--- config.mk ---
export PLATFORM = sky130hd
export DESIGN_NAME = mem_bus_arbiter_flat
export DESIGN_NICKNAME = d
export VERILOG_FILES = /design/src/rtl/mem_bus_arbiter_if.sv /design/src/rtl/mem_bus_arbiter.sv /design/src/flat_wrapper.sv
export SDC_FILE = /design/constraint.sdc
export NUM_CORES = 1
export LEC_CHECK = 0
export CAP_MARGIN = 5
export CORE_AREA = 2 2 106 108
export DETAILED_ROUTE_END_ITERATION = 10
export DIE_AREA = 0 0 108 110
export PLACE_DENSITY_LB_ADDON = 0.12
export SLEW_MARGIN = 20
export SYNTH_ARGS = -nofsm -noshare
export SYNTH_HDL_FRONTEND = slang
export SYNTH_SLANG_ARGS = --single-unit
--- constraint.sdc ---
create_clock -name clk -period 2.14 [get_ports clk]
set_clock_uncertainty 0.2 [all_clocks]
set_input_delay 0.214 -clock clk [delete_from_list [all_inputs] [get_ports clk]]
set_output_delay 0.214 -clock clk [all_outputs]
set_load 0.05 [all_outputs]
--- src/rtl/mem_bus_arbiter_if.sv ---
// Unified memory bus between the two requesting masters, the arbiter and the memory slave.
// The slave modport is the arbiter's view; the master modport is the requesters' and memory's view.
interface mem_bus_arbiter_if #(
  parameter int unsigned ADDR_WIDTH = 32,
  parameter int unsigned DATA_WIDTH = 32
);
  logic                  m0_req;
  logic                  m0_wren;
  logic [ADDR_WIDTH-1:0] m0_addr;
  logic [DATA_WIDTH-1:0] m0_wdata;
  logic                  m0_ack;
  logic                  m0_err;
  logic                  m1_req;
  logic                  m1_wren;
  logic [ADDR_WIDTH-1:0] m1_addr;
  logic [DATA_WIDTH-1:0] m1_wdata;
  logic                  m1_ack;
  logic                  m1_err;
  logic [DATA_WIDTH-1:0] m_rdata;
  logic [ADDR_WIDTH-1:0] s_addr;
  logic [DATA_WIDTH-1:0] s_wdata;
  logic                  s_wren;
  logic                  s_rden;
  logic [DATA_WIDTH-1:0] s_rdata;
  logic                  s_ready;

  modport slave (
    input  m0_req, m0_wren, m0_addr, m0_wdata,
    input  m1_req, m1_wren, m1_addr, m1_wdata,
    input  s_rdata, s_ready,
    output m0_ack, m0_err, m1_ack, m1_err, m_rdata,
    output s_addr, s_wdata, s_wren, s_rden
  );

  modport master (
    output m0_req, m0_wren, m0_addr, m0_wdata,
    output m1_req, m1_wren, m1_addr, m1_wdata,
    output s_rdata, s_ready,
    input  m0_ack, m0_err, m1_ack, m1_err, m_rdata,
    input  s_addr, s_wdata, s_wren, s_rden
  );
endinterface

--- src/rtl/mem_bus_arbiter.sv ---
// Two-master round-robin arbiter for the single memory bus, with a bounded wait on the slave
// that completes with an error on timeout.
module mem_bus_arbiter #(
  parameter int unsigned ADDR_WIDTH     = 32,
  parameter int unsigned DATA_WIDTH     = 32,
  parameter int unsigned TIMEOUT_CYCLES = 255
) (
  input  logic                clk,
  input  logic                rst,
  mem_bus_arbiter_if.slave    bus,
  output logic [1:0]          arb_state,
  output logic                arb_owner
);

  localparam int unsigned CntW = $clog2(TIMEOUT_CYCLES + 1);
  localparam logic [CntW-1:0] CntLast = CntW'(TIMEOUT_CYCLES - 1);

  typedef enum logic [1:0] {
    StIdle = 2'd0,
    StBusy = 2'd1,
    StDone = 2'd2
  } state_e;

  state_e                state_q, state_d;
  logic                  owner_q, owner_d;
  logic                  last_q, last_d;
  logic [CntW-1:0]       cnt_q, cnt_d;
  logic [DATA_WIDTH-1:0] rdata_q, rdata_d;
  logic                  err_q, err_d;

  logic                  own_wren;
  logic [ADDR_WIDTH-1:0] own_addr;
  logic [DATA_WIDTH-1:0] own_wdata;
  logic                  busy, done;

  assign own_wren  = owner_q ? bus.m1_wren  : bus.m0_wren;
  assign own_addr  = owner_q ? bus.m1_addr  : bus.m0_addr;
  assign own_wdata = owner_q ? bus.m1_wdata : bus.m0_wdata;

  always_comb begin
    state_d = state_q;
    owner_d = owner_q;
    last_d  = last_q;
    cnt_d   = cnt_q;
    rdata_d = rdata_q;
    err_d   = err_q;
    case (state_q)
      StIdle: begin
        if (bus.m0_req || bus.m1_req) begin
          // On a tie the master that did not win last time gets the bus.
          owner_d = (bus.m0_req && bus.m1_req) ? ~last_q : bus.m1_req;
          last_d  = owner_d;
          cnt_d   = '0;
          state_d = StBusy;
        end
      end
      StBusy: begin
        if (bus.s_ready) begin
          if (!own_wren) rdata_d = bus.s_rdata;
          err_d   = 1'b0;
          state_d = StDone;
        end else if (cnt_q == CntLast) begin
          rdata_d = '0;
          err_d   = 1'b1;
          state_d = StDone;
        end else begin
          cnt_d = cnt_q + 1'b1;
        end
      end
      StDone:  state_d = StIdle;
      default: state_d = StIdle;
    endcase
  end

  always_ff @(posedge clk) begin
    if (!rst) begin
      state_q <= StIdle;
      owner_q <= 1'b0;
      last_q  <= 1'b1;
      cnt_q   <= '0;
      rdata_q <= '0;
      err_q   <= 1'b0;
    end else begin
      state_q <= state_d;
      owner_q <= owner_d;
      last_q  <= last_d;
      cnt_q   <= cnt_d;
      rdata_q <= rdata_d;
      err_q   <= err_d;
    end
  end

  assign busy = (state_q == StBusy);
  assign done = (state_q == StDone);

  // Slave side is driven only while a transfer is in flight.
  assign bus.s_wren  = busy & own_wren;
  assign bus.s_rden  = busy & ~own_wren;
  assign bus.s_addr  = busy ? own_addr : '0;
  assign bus.s_wdata = busy ? own_wdata : '0;

  assign bus.m0_ack  = done & ~owner_q;
  assign bus.m1_ack  = done & owner_q;
  assign bus.m0_err  = done & ~owner_q & err_q;
  assign bus.m1_err  = done & owner_q & err_q;
  assign bus.m_rdata = done ? rdata_q : '0;

  assign arb_state = state_q;
  assign arb_owner = owner_q;

endmodule

--- src/flat_wrapper.sv ---
// flat-port wrapper written by rule: the top's interface ports become plain ports
module mem_bus_arbiter_flat 
#(
  parameter int unsigned ADDR_WIDTH     = 32,
  parameter int unsigned DATA_WIDTH     = 32,
  parameter int unsigned TIMEOUT_CYCLES = 255
)
  (clk, rst, arb_state, arb_owner, bus_m0_req, bus_m0_wren, bus_m0_addr, bus_m0_wdata, bus_m1_req, bus_m1_wren, bus_m1_addr, bus_m1_wdata, bus_s_rdata, bus_s_ready, bus_m0_ack, bus_m0_err, bus_m1_ack, bus_m1_err, bus_m_rdata, bus_s_addr, bus_s_wdata, bus_s_wren, bus_s_rden);
  mem_bus_arbiter_if #(.ADDR_WIDTH(ADDR_WIDTH), .DATA_WIDTH(DATA_WIDTH)) bus_i ();
  input  logic clk;
  input  logic rst;
  output logic [1:0] arb_state;
  output logic arb_owner;
  input wire logic [$bits(bus_i.m0_req)-1:0] bus_m0_req;
  input wire logic [$bits(bus_i.m0_wren)-1:0] bus_m0_wren;
  input wire logic [$bits(bus_i.m0_addr)-1:0] bus_m0_addr;
  input wire logic [$bits(bus_i.m0_wdata)-1:0] bus_m0_wdata;
  input wire logic [$bits(bus_i.m1_req)-1:0] bus_m1_req;
  input wire logic [$bits(bus_i.m1_wren)-1:0] bus_m1_wren;
  input wire logic [$bits(bus_i.m1_addr)-1:0] bus_m1_addr;
  input wire logic [$bits(bus_i.m1_wdata)-1:0] bus_m1_wdata;
  input wire logic [$bits(bus_i.s_rdata)-1:0] bus_s_rdata;
  input wire logic [$bits(bus_i.s_ready)-1:0] bus_s_ready;
  output wire logic [$bits(bus_i.m0_ack)-1:0] bus_m0_ack;
  output wire logic [$bits(bus_i.m0_err)-1:0] bus_m0_err;
  output wire logic [$bits(bus_i.m1_ack)-1:0] bus_m1_ack;
  output wire logic [$bits(bus_i.m1_err)-1:0] bus_m1_err;
  output wire logic [$bits(bus_i.m_rdata)-1:0] bus_m_rdata;
  output wire logic [$bits(bus_i.s_addr)-1:0] bus_s_addr;
  output wire logic [$bits(bus_i.s_wdata)-1:0] bus_s_wdata;
  output wire logic [$bits(bus_i.s_wren)-1:0] bus_s_wren;
  output wire logic [$bits(bus_i.s_rden)-1:0] bus_s_rden;
  assign bus_i.m0_req = bus_m0_req;
  assign bus_i.m0_wren = bus_m0_wren;
  assign bus_i.m0_addr = bus_m0_addr;
  assign bus_i.m0_wdata = bus_m0_wdata;
  assign bus_i.m1_req = bus_m1_req;
  assign bus_i.m1_wren = bus_m1_wren;
  assign bus_i.m1_addr = bus_m1_addr;
  assign bus_i.m1_wdata = bus_m1_wdata;
  assign bus_i.s_rdata = bus_s_rdata;
  assign bus_i.s_ready = bus_s_ready;
  assign bus_m0_ack = bus_i.m0_ack;
  assign bus_m0_err = bus_i.m0_err;
  assign bus_m1_ack = bus_i.m1_ack;
  assign bus_m1_err = bus_i.m1_err;
  assign bus_m_rdata = bus_i.m_rdata;
  assign bus_s_addr = bus_i.s_addr;
  assign bus_s_wdata = bus_i.s_wdata;
  assign bus_s_wren = bus_i.s_wren;
  assign bus_s_rden = bus_i.s_rden;
  mem_bus_arbiter #(.ADDR_WIDTH(ADDR_WIDTH), .DATA_WIDTH(DATA_WIDTH), .TIMEOUT_CYCLES(TIMEOUT_CYCLES)) u_core (.clk(clk), .rst(rst), .bus(bus_i), .arb_state(arb_state), .arb_owner(arb_owner));
endmodule
==> Word level (Yosys, flattened, before mapping) <==
Cells that the tools add are included.
{ "word_totals": {"word_cells": 54, "regBits": 45, "out_inout_bits": 105, "input_bits": 167} }
{ "op_classes": {"reduce_logical": 10, "bitwise_logic": 9, "eq_ne": 8, "n_mux": 20, "addsub": 1} }
{ "ops": {"columns": ["op", "count"], "rows": [
  ["$mux 32", 8],
  ["$mux 8", 3],
  ["$pmux 8 s2", 1],
  ["$add 8x1->8 const B", 1],
  ["$eq 8x8->1 const B", 1],
  ["$and 1x1->1", 6],
  ["$mux 2", 3],
  ["$ne 2x2->1 const B", 3],
  ["$reduce_and 2->1", 3],
  ["$mux 1", 4],
  ["$pmux 2 s2", 1],
  ["$reduce_and 4->1", 1],
  ["$reduce_bool 2->1", 2],
  ["$ne 3x3->1 const B", 1],
  ["$not 1->1", 3],
  ["$reduce_and 3->1", 1],
  ["$eq 2x1->1 const B", 1],
  ["$eq 2x2->1 const B", 1],
  ["$logic_not 2->1", 1],
  ["$ne 2x1->1 const B", 1],
  ["$logic_and 1x1->1", 1],
  ["$logic_or 1x1->1", 1]
]} }

==> Depth between registers and ports, before layout <==
{ "depth": {"word_depth": 4, "ltp_mapped": 7, "mapped_depth_nobuf": 6} }

==> Worst setup path before layout <==
Ideal clock, no wire load.
{ "synth_timing": {"kind": "reg-to-output", "start": "register u_core.owner_q, in the netlist u_core.arb_owner", "end": "output bus_s_addr[15]", "arrival_ns": 2.167, "n_path_buf": 3, "stages_incl_launch_ff": 6, "t_required_ns": 1.726, "setup_slack_ns": -0.441, "path_cell_list": "dfxtp_1 buf_2 buf_2 buf_2 mux2i_1 nor2_1"} }
{ "synth_between": {"elab_chain_len": 2} }
{ "synth_lines": {"columns": ["element", "line_no", "text"], "rows": [
  ["start, declared", "mem_bus_arbiter.sv:25", "logic owner_q, owner_d;"],
  ["start signal, assigned", "mem_bus_arbiter.sv:85", "owner_q <= owner_d;"],
  ["$mux 32", "mem_bus_arbiter.sv:37", "assign own_addr = owner_q ? bus.m1_addr : bus.m0_addr;"],
  ["$mux 32", "mem_bus_arbiter.sv:99", "assign bus.s_addr = busy ? own_addr : '0;"],
  ["end, declared", "flat_wrapper.sv:29", "output wire logic [$bits(bus_i.s_addr)-1:0] bus_s_addr;"]
]} }
No other way between the ends.

==> Worst setup path after layout <==
{ "layout_timing": {"start": "register u_core.owner_q, in the netlist u_core.arb_owner", "end": "output bus_s_wdata[15]"} }
{ "layout_between": {"elab_chain_len": 2} }
{ "layout_lines": {"columns": ["element", "line_no", "text"], "rows": [
  ["$mux 32", "mem_bus_arbiter.sv:38", "assign own_wdata = owner_q ? bus.m1_wdata : bus.m0_wdata;"],
  ["$mux 32", "mem_bus_arbiter.sv:100", "assign bus.s_wdata = busy ? own_wdata : '0;"],
  ["end, declared", "flat_wrapper.sv:30", "output wire logic [$bits(bus_i.s_wdata)-1:0] bus_s_wdata;"]
]} }
No other way between the ends.

==> impl_metrics.csv <==
group,metric,value,unit
logic_synthesis,synth_fp_nets,514,
timing,hold_viol_final,0,
detailed_routing,totalWireLength,13.48,mm
timing,finalSetupTns,0,ns
detailed_routing,vias,3591,
logic_synthesis,yosys.area_share.xor_xnor,0,%
cts,number_of_h_tree_levels,2,
min_path,hp-class,"flop to flop",
timing,relative_slew_margins,63.08,%
cts,cts_root_buffer,"sky130_fd_sc_hd__clkbuf_8",
detailed_routing,routed_via_density,4.782,
layout,num-nets-final,779,
logic_synthesis,synthesis.area,0.002880,sq mm
global_routing,vias_in_the_first_global_route,3566,
timing,fmax,496.0,MHz
cts,cts_made_buffers,5,
timing,rsz0062_at_grt,"false",
global_routing,grt_overflow,0,
logic_synthesis,edff_count_synth,0,
setup_path,crit_path_cell_trace,"buf_12 > mux2i_1 > nor2_4 > buf_4",
global_routing,first_pass_grt_wire_length,19.42,mm
logic_synthesis,synthDominantAreaCellType,"sky130_fd_sc_hd__dfxtp_1",
logic_synthesis,yosysTopAreaCellShare,31.28,%
logic_synthesis,synth.yosys.seq_area_share,31.28,%
detailed_routing,wl_per_cell,17.95,um
layout,post-route-util,67.23,%
setup_path,critical_path.startpoint,"u_core.arb_owner$_SDFFE_PN0P_",
layout,final.fill_count,836,
setup_path,cp_top_family,"flip-flops",
global_routing,pin_count_of_the_biggest_net_entering_global_routing,37,
timing,final_critical_path_setup_slack,0.1239,ns
logic_synthesis,synth_cells,345,
cts,clock_sinks,45,
setup_path,worstSetupPathType,"flop to primary output",
detailed_routing,drt_pre_antenna_iters,4,
detailed_routing,drc,0,
run_status,status,"finished clean",
cts,clkLatencyLatePin,0.30,ns
pwr,p_leak,2.672,nW
setup_path,r2r_start,"u_core.cnt_q[3]$_SDFFE_PN0P_",
setup_path,setup.worst_path.end_class,"primary output",
job,drv.max_cap_violation_count,0,
die,core-area,0.01070,sq mm
pwr,finalPower,3.152,mW
detailed_routing,drtIter0Drc,86,
layout,drive_above_1_share,31.42,%
logic_synthesis,synth.cells.most_frequent,"sky130_fd_sc_hd__nor2_1, sky130_fd_sc_hd__mux2i_1, sky130_fd_sc_hd__dfxtp_1",
global_routing,gr-usage-all-layers,20.99,%
die,initial_core_util,26.92,%
pwr,vdd_ir_drop_max,0.0004114,V
layout,antennaDiodeCount,0,
placed_design,dpl.hpwl,11.15,mm
placed_design,placed_cells,739,
setup_path,worst-path-max-fanout,29,
die,io-pin-count,272,
logic_synthesis,synth.distinct_cells,38,
logic_synthesis,dominantRegCellSynth,"sky130_fd_sc_hd__dfxtp_1",
logic_synthesis,postSynthRegisterBits,45,
logic_synthesis,synth.area.top_cells,"sky130_fd_sc_hd__dfxtp_1, sky130_fd_sc_hd__mux2i_1, sky130_fd_sc_hd__nor2_1",
min_path,hold_start,"u_core.rdata_q[31]$_SDFFE_PN0P_",
timing,layout_worst_path_cycle_share,94.21,%
timing,tightestPinTransition,0.5528,ns
pwr,cellPowerDensity,438.2,mW/mm^2
layout,post_layout_nonfiller_instances,751,
placed_design,port_buffers,271,
logic_synthesis,yosys-mux-area-fraction,22.59,%
die,die_area,0.01188,sq mm
setup_path,worst-endpoint-required,1.73,ns
logic_synthesis,area_share_of_fa_ha_maj_cells_after_synthesis,0.8688,%
timing,post-route-min-period,2.016,ns
layout,syn_to_final_growth,149.7,%
logic_synthesis,cell_with_the_most_instances_after_synthesis,"sky130_fd_sc_hd__nor2_1",
placed_design,globalplace.congestion,0.8042,
placed_design,detailed_place.area,0.007053,sq mm
timing,fin_hold_ws,0.2730,ns
logic_synthesis,async_flop_share,0,%
logic_synthesis,yosys_warnings,0,
timing,setup_viol,0,
cts,tritoncts,"yes",
die,placementRows,38,
logic_synthesis,post_synthesis_average_cell_area,8.349,sq um
die,die_w,108,um
setup_path,critPathMaxStageDelay,0.45,ns
detailed_routing,antenna_left,0,
global_routing,grt_antenna_before_repair,0,
logic_synthesis,synth_simple_gate_area_share,23.11,%
logic_synthesis,synth_compound_area_share,16.33,%
timing,maxSlewViolCount,0,
die,floorplan.die.height,110,um
layout,postLayoutCellArea,0.007192,sq mm
logic_synthesis,synth_top_family_by_area,"simple AND/OR/NAND/NOR gates",
setup_path,arrival,1.60,ns
placed_design,place_worst_setup_slack,0.1223,ns
cts,clk_pin_slew_worst_paths,0.09,ns
setup_path,worst_path_max_delay_cell,"sky130_fd_sc_hd__dfxtp_4",
setup_path,timing.critical_path.buf_inv,2,
setup_path,start_kind,"flop",
cts,cts_buffer_depth,2,
==> logic make-up after synthesis <==
family | after synthesis
flops | 45
mux | 65
compound gates | 59
fa+ha+maj | 2
buf+inv | 34
simple gates | 140
==> layout make-up <==
| type | count | area, sq um | share of cell area [%] |
|---|---|---|---|
| multi-input combinational | 266 | 2177 | 30.27 |
| inverter | 4 | 15.01 | 0.2088 |
| tap | 140 | 175.2 | 2.436 |
| clock buffer | 7 | 96.34 | 1.340 |
| timing repair buffer | 288 | 3816 | 53.06 |
| sequential | 45 | 907.1 | 12.61 |
| clock inverter | 1 | 5.005 | 0.06959 |
==> flip-flops by register name, summed over array words and instances (netlist names) <==
register / count
u_core.arb_state: 2
u_core.last_q: 1
u_core.rdata_q: 32
u_core.err_q: 1
u_core.cnt_q: 8
u_core.arb_owner: 1
==> cell usage in the layout (no fill, tap or decap), drive strengths merged, types with 2 or more instances in the layout <==
cell type | netlist | final
nor2 | 75 | 75
a211oi | 2 | 2
inv | 4 | 4
a22o | 33 | 33
dfxtp | 45 | 45
o21ai | 9 | 9
buf | 21 | 120
nand3 | 4 | 4
nand2b | 2 | 2
nand2 | 10 | 10
and3 | 4 | 4
mux2i | 65 | 65
clkbuf | 9 | 7
a31oi | 5 | 5
ha | 2 | 2
and2 | 35 | 35
nor2b | 3 | 3
clkdlybuf4s50 | 0 | 168
a21oi | 5 | 5
==> routing by layer <==
| layer | share of wire, % | global-route usage [%] | up-vias |
|---|---|---|---|
| met5 | 0 | 0 | - |
| met4 | 1.8 | 5.311 | 0 |
| met3 | 11 | 7.643 | 15 |
| met2 | 52 | 38.99 | 170 |
| met1 | 36 | 22.59 | 1671 |
| li1 | - | - | 1735 |
==> worst register-to-register path, cell delays in order, from the launching register on <==
cell                      delay, ns
sky130_fd_sc_hd__dfxtp_1       0.50
sky130_fd_sc_hd__nand4_1       0.20
sky130_fd_sc_hd__or3_1         0.40
sky130_fd_sc_hd__a22o_4        0.35
sky130_fd_sc_hd__a22o_2        0.26
==> worst paths after layout <==
path                            cells after the start                         endpoint  slack [ns]
worst max-delay path                                4                  bus_s_wdata[15]        0.12
worst min-delay path                                1  u_core.rdata_q[31]$_SDFFE_PN0P_        0.27
worst max register to register                      4  u_core.rdata_q[10]$_SDFFE_PN0P_        0.13
worst min register to register                      1  u_core.rdata_q[31]$_SDFFE_PN0P_        0.27
==> report_power, final <==
| group | internal, mW | total [mW] | switching (mW) |
|---|---|---|---|
| clock | 0.292 | 0.577 | 0.285 |
| sequential | 0.873 | 0.902 | 0.0286 |
| combinational | 0.841 | 1.67 | 0.833 |
==> repair_timing <==
action                                  in CTS  in global routing
setup buffers                                0                  4
hold buffers                                 0                  0
endpoints found under the setup margin       0                  6
hold endpoints to repair                     0                  0
gates resized for setup                      0                  1
No activity file was read; power rests on OpenSTA's default activity.
